File: src/rtl/uart_rx.sv
// 8N1 UART receiver: 2-flop line synchroniser, mid-bit start validation,
// bit-centre sampling, one-cycle DV / framing-error strobes, break hold-off.
//
// Ports:
//   i_Clock        rising-edge clock
//   i_Rst_n        asynchronous active-low reset
//   i_Rx_Serial    asynchronous serial line, idles high
//   o_Rx_DV        one-cycle strobe, o_Rx_Byte holds a new good byte
//   o_Rx_Byte      last good byte, held between frames
//   o_Rx_Active    high from start-bit detection until frame end/abort
//   o_Rx_Frame_Err one-cycle strobe when the stop bit samples as 0
module uart_rx #(
  parameter int CLKS_PER_BIT = 87
) (
  input  logic       i_Clock,
  input  logic       i_Rst_n,
  input  logic       i_Rx_Serial,
  output logic       o_Rx_DV,
  output logic [7:0] o_Rx_Byte,
  output logic       o_Rx_Active,
  output logic       o_Rx_Frame_Err
);

  localparam logic [7:0] LAST = 8'(CLKS_PER_BIT - 1);
  localparam logic [7:0] HALF = 8'((CLKS_PER_BIT - 1) / 2);

  typedef enum logic [2:0] {
    s_IDLE    = 3'd0,
    s_START   = 3'd1,
    s_DATA    = 3'd2,
    s_STOP    = 3'd3,
    s_CLEANUP = 3'd4,
    s_BREAK   = 3'd5
  } state_t;

  state_t     state;
  state_t     state_nxt;
  logic       rx_m;
  logic       rx_s;
  logic [7:0] cnt;
  logic [2:0] idx;
  logic [7:0] shreg;
  logic       bit_end;
  logic       stop_hit;

  // Synchroniser resets to idle-high so reset release is not a start bit.
  always_ff @(posedge i_Clock or negedge i_Rst_n) begin
    if (!i_Rst_n) begin
      rx_m <= 1'b1;
      rx_s <= 1'b1;
    end else begin
      rx_m <= i_Rx_Serial;
      rx_s <= rx_m;
    end
  end

  always_ff @(posedge i_Clock or negedge i_Rst_n) begin
    if (!i_Rst_n) state <= s_IDLE;
    else          state <= state_nxt;
  end

  always_comb begin
    state_nxt = state;
    unique case (state)
      s_IDLE:
        if (!rx_s) state_nxt = s_START;
      s_START:
        if (cnt == HALF)
          state_nxt = rx_s ? s_IDLE : s_DATA;
      s_DATA:
        if (bit_end && idx == 3'd7)
          state_nxt = s_STOP;
      s_STOP:
        if (bit_end)
          state_nxt = rx_s ? s_CLEANUP : s_BREAK;
      s_CLEANUP:
        state_nxt = s_IDLE;
      s_BREAK:
        if (rx_s) state_nxt = s_IDLE;
      default:
        state_nxt = s_IDLE;
    endcase
  end

  always_comb begin
    bit_end     = (cnt == LAST);
    stop_hit    = (state == s_STOP) && bit_end;
    o_Rx_Active = (state != s_IDLE);
  end

  always_ff @(posedge i_Clock or negedge i_Rst_n) begin
    if (!i_Rst_n) begin
      cnt   <= 8'd0;
      idx   <= 3'd0;
      shreg <= 8'd0;
    end else begin
      unique case (state)
        s_START:
          cnt <= (cnt == HALF) ? 8'd0 : cnt + 8'd1;
        s_DATA:
          if (bit_end) begin
            cnt        <= 8'd0;
            shreg[idx] <= rx_s;
            idx        <= idx + 3'd1;
          end else begin
            cnt <= cnt + 8'd1;
          end
        s_STOP:
          cnt <= bit_end ? 8'd0 : cnt + 8'd1;
        default: begin
          cnt <= 8'd0;
          idx <= 3'd0;
        end
      endcase
    end
  end

  always_ff @(posedge i_Clock or negedge i_Rst_n) begin
    if (!i_Rst_n) begin
      o_Rx_DV        <= 1'b0;
      o_Rx_Frame_Err <= 1'b0;
      o_Rx_Byte      <= 8'd0;
    end else begin
      o_Rx_DV        <= stop_hit && rx_s;
      o_Rx_Frame_Err <= stop_hit && !rx_s;
      if (stop_hit && rx_s) o_Rx_Byte <= shreg;
    end
  end

endmodule
File: config.mk
export PLATFORM = sky130hd
export DESIGN_NAME = uart_rx
export DESIGN_NICKNAME = d
export VERILOG_FILES = /design/src/rtl/uart_rx.sv
export SDC_FILE = /design/constraint.sdc
export NUM_CORES = 1
export LEC_CHECK = 0
export CAP_MARGIN = 20
export CELL_PAD_IN_SITES_DETAIL_PLACEMENT = 1
export CELL_PAD_IN_SITES_GLOBAL_PLACEMENT = 2
export CORE_AREA = 2 2 71 73
export DETAILED_ROUTE_END_ITERATION = 6
export DIE_AREA = 0 0 73 75
export PLACE_DENSITY = 0.76
export SLEW_MARGIN = 10
export SYNTH_ARGS = -nofsm -noshare
export SYNTH_HDL_FRONTEND = slang
export SYNTH_SLANG_ARGS = --single-unit
File: constraint.sdc
create_clock -name i_Clock -period 1.7 [get_ports i_Clock]
set_input_delay 0.255 -clock i_Clock [delete_from_list [all_inputs] [get_ports i_Clock]]
set_output_delay 0.255 -clock i_Clock [all_outputs]
set_load 0.005 [all_outputs]
==> metrics.md <==
| Metric | Value |
|---|---|
| First-pass DRT Iterations | 3 |
| Reg power frac | between 50% and 60% |
| Crit end category | flop |
| CP Data Arrival Time | roughly 1.8 ns |
| Die area | between 5000 and 6000 µm² |
| Clk_skew | between 0.006 and 0.007 ns |
| Post-DP HPWL | between 2000 and 2500 µm |
| DRC | 0 |
| Dominant cell type by area after synthesis | dfrtp_1 |
| Leak | 0.977 nW |
| Synth top cells by count | 32 x dfrtp_1, 17 x mux2_2, 12 x nor2_1, 9 x nand3_1, 6 x nand4_1 |
| Startpoint Class | flop |
| Row Count | 25 |
| Layout Utilization | 43.4% |
| First-pass GRT wire length | about 6000 µm |
| Gpl congestion | a little under 0.9 |
| Antenna violations before repair | 0 |
| NetSw | between 0.0003 and 0.0004 W |
| Worst Hold Class | flop to flop |
| EDFF count, synth | 0 |
| Synth Instances | approximately 130 |
| Clk sink count | 34 |
| Register area share after synthesis | 55.0% |
| Slew Viols, Final | 0 |
| Outcome | finished, final reports clean |
| Largest net degree at the start of global routing | 35 |
| Cells along the critical path | nor3b_4 -> nand4b_4 -> nor3_4 -> buf_4 -> mux2_2 |
| Buffers on Ports | 13 |
| Slowest stage delay, CP | 0.42 ns |
| Post-synth ARST share | between 90% and 100% |
| Worst-case reg-to-reg path depth | 5 |
| Mapped Nets | approximately 140 |
| Synth area leaders | dfrtp_1 52%, mux2_2 12%, dfstp_2 3.4% |
| Max Fclk | around 0.6 GHz |
| Final setup viols | 0 |
| Gate power share | 9.9% |
| Critical path depth | 5 |
| CTS root buffer | clkbuf_8 |
| Inserted Clock Buffers | 5 |
| Crit share post-route | 97.5% |
| Dpl cell area | around 1800 µm² |
| Max-Slew Margin vs Limit | a little under three quarters |
| Pint | approximately 0.0012 W |
| Clock share of power | 38.3% |
| Layout Area Growth over Synthesis | 30.5% |
| All-Layer GR Usage | about 15% |
| Die height | ~75 µm |
| CORE AREA | between 4000 and 5000 µm² |
| Final ANT Viol Nets | 0 |
| Max-cap violation count | 0 |
| Initial core utilization | between 30% and 40% |
| Critical path peak fanout | 4 |
| Setup Crit Path Kind | flop to flop |
| Layout cells sized above 1 | approximately 36% |
| Synth warnings | 0 |
| Detailed Route WL | 3530 µm |
| Switching part of the total | around 24% |
| Die width | between 70 and 80 µm |
| H-tree levels | 2 |
| CP max stage cell | dfrtp_1 |
| DR WL/cell | roughly 16 µm |
| Hold Fails Final Rpt | 0 |
| Layout Nets | roughly 170 |
| Worst hold margin | approximately 0.35 ns |
| Antenna cells | 0 |
| Count of cell types in the netlist | 35 |
| PwrDens | between 700 and 800 nW/µm² |
| Peak VDD IR | about 0.50 mV |
| Yosys reg bits | 34 |
| Slew @ Worst Pin | 0.432 ns |
| Netlist area before placement | between 1500 and 2000 µm² |
| Via Count | around 1100 |
| Starting DRC count in detailed routing | between 40 and 50 |
| Vias in the first global route | between 1000 and 1500 |
| I/O pins | 14 |
| Synth top area share | 51.7% |
| Gr ovfl total | 0 |
| Worst Hold Depth | 0 |
| CTS tree | yes |
| Worst-Skew Late Latency | 0.29 ns |
| Critical path buffers and inverters | 1 |
| Worst Path Required | about 1.9 ns |
| CP top delay family | simple AND/OR/NAND/NOR gates |
| Final Cell Area | ~2000 µm² |
| Top_reg_cell synth | dfrtp_1 |
| Avg Synthesized Cell Area | between 10 and 15 µm² |
| Via/cell ratio | between 5 and 6 |
| Max Root-Sink Buffers | 2 |
| Top-count cell post-synth | dfrtp_1 |
| Final Critical Period | about 1.7 ns |
| Worst-path clk slew | 0.07 ns |
## power by group through the flow
stage,logic (W),clock network (W),registers (W)
after detailed placement,0.000135,0,0.000855
after CTS,0.000150,0.000643,0.000834
after global routing,0.000180,0.000673,0.000838
final,0.000159,0.000618,0.000835
after global placement,0.000130,0,0.000854
after floorplan,0.0000695,0,0.000851
## routing by layer
layer  vias to the layer above  GRT usage [%]  wire length [µm]
li1                        524              -                 -
met1                       557           16.9              1540
met2                        15           24.1              1820
met3                         7           3.75                81
met4                         0           8.85                88
met5                         -              0                 0
## final cells by class
class | count | area [µm²]
Timing Repair Buffer | 32 | 275
Fill cell | 492 | 2640
Tap cell | 54 | 67.6
Clock inverter | 2 | 12.5
Multi-Input combinational cell | 86 | 718
Inverter | 3 | 11.3
Clock buffer | 6 | 82.6
Sequential cell | 34 | 856
## worst paths after layout
| path | slack, ns | start | endpoint |
|---|---|---|---|
| max reg2reg | 0.04 | cnt[7] | o_Rx_Byte[3] |
| min reg2reg | 0.35 | rx_m | rx_s |
| min | 0.35 | rx_m | rx_s |
| max | 0.04 | cnt[7] | o_Rx_Byte[3] |
| min in group asynchronous | 0.38 | i_Rst_n | o_Rx_Byte[4] |
| max in group asynchronous | 0.99 | i_Rst_n | rx_m |
## cell usage in the layout, fill, tap and decap left out, drive strengths merged, types with 2 or more instances in the layout
master	instances
nand2	3
inv	3
nand2b	2
mux2	17
o21ai	2
nor4b	2
nor3	3
a22o	2
clkdlybuf4s50	12
nor2b	2
dfrtp	32
buf	19
nand3	9
clkbuf	6
xor2	5
ha	4
nor2	12
nand4	6
dfstp	2
and3	2
## per-stage QoR
| stage | worst slack [ns] | std cells | total power (W) | TNS (ns) |
|---|---|---|---|---|
| after floorplan | 0.0410 | 128 | 0.000920 | 0 |
| after global placement | 0.00325 | 206 | 0.000984 | 0 |
| after detailed placement | -0.0321 | 206 | 0.000990 | -0.206 |
| after CTS | 0.0241 | 216 | 0.00163 | 0 |
| after global routing | -0.0428 | 217 | 0.00169 | -0.159 |
| final | 0.0418 | 217 | 0.00161 | 0 |
## registers in the layout, summed over array words and instances (netlist names)
signal	count
state	3
cnt	8
shreg	8
idx	3
o_Rx_DV	1
rx_s	1
o_Rx_Frame_Err	1
rx_m	1
o_Rx_Byte	8
## logic make-up (layout without fill, tap and decap cells)
group | Yosys count | after routing | share of synthesized area (%)
compound gates | 11 | 11 | 5.49
mux | 17 | 17 | 12.3
buf+inv | 8 | 43 | 2.02
simple gates | 48 | 48 | 18.5
xor+xnor | 6 | 6 | 3.39
flops | 34 | 34 | 55.0
fa+ha+maj | 4 | 4 | 3.23
## what timing repair did
item / CTS / global route
buffers inserted: 2 / 1
pin swaps: 0 / 3
hold buffers: 0 / 0
hold endpoints to repair: 0 / 0
endpoints found under the setup margin: 11 / 19
resized for setup: 7 / 10
## worst reg2reg max path: stages (launching register included)
cell	delay, ns
dfrtp_1	0.42
nor3b_4	0.30
nand4b_4	0.15
nor3_4	0.17
buf_4	0.18
mux2_2	0.34
Power figures use the tool's default switching activity.
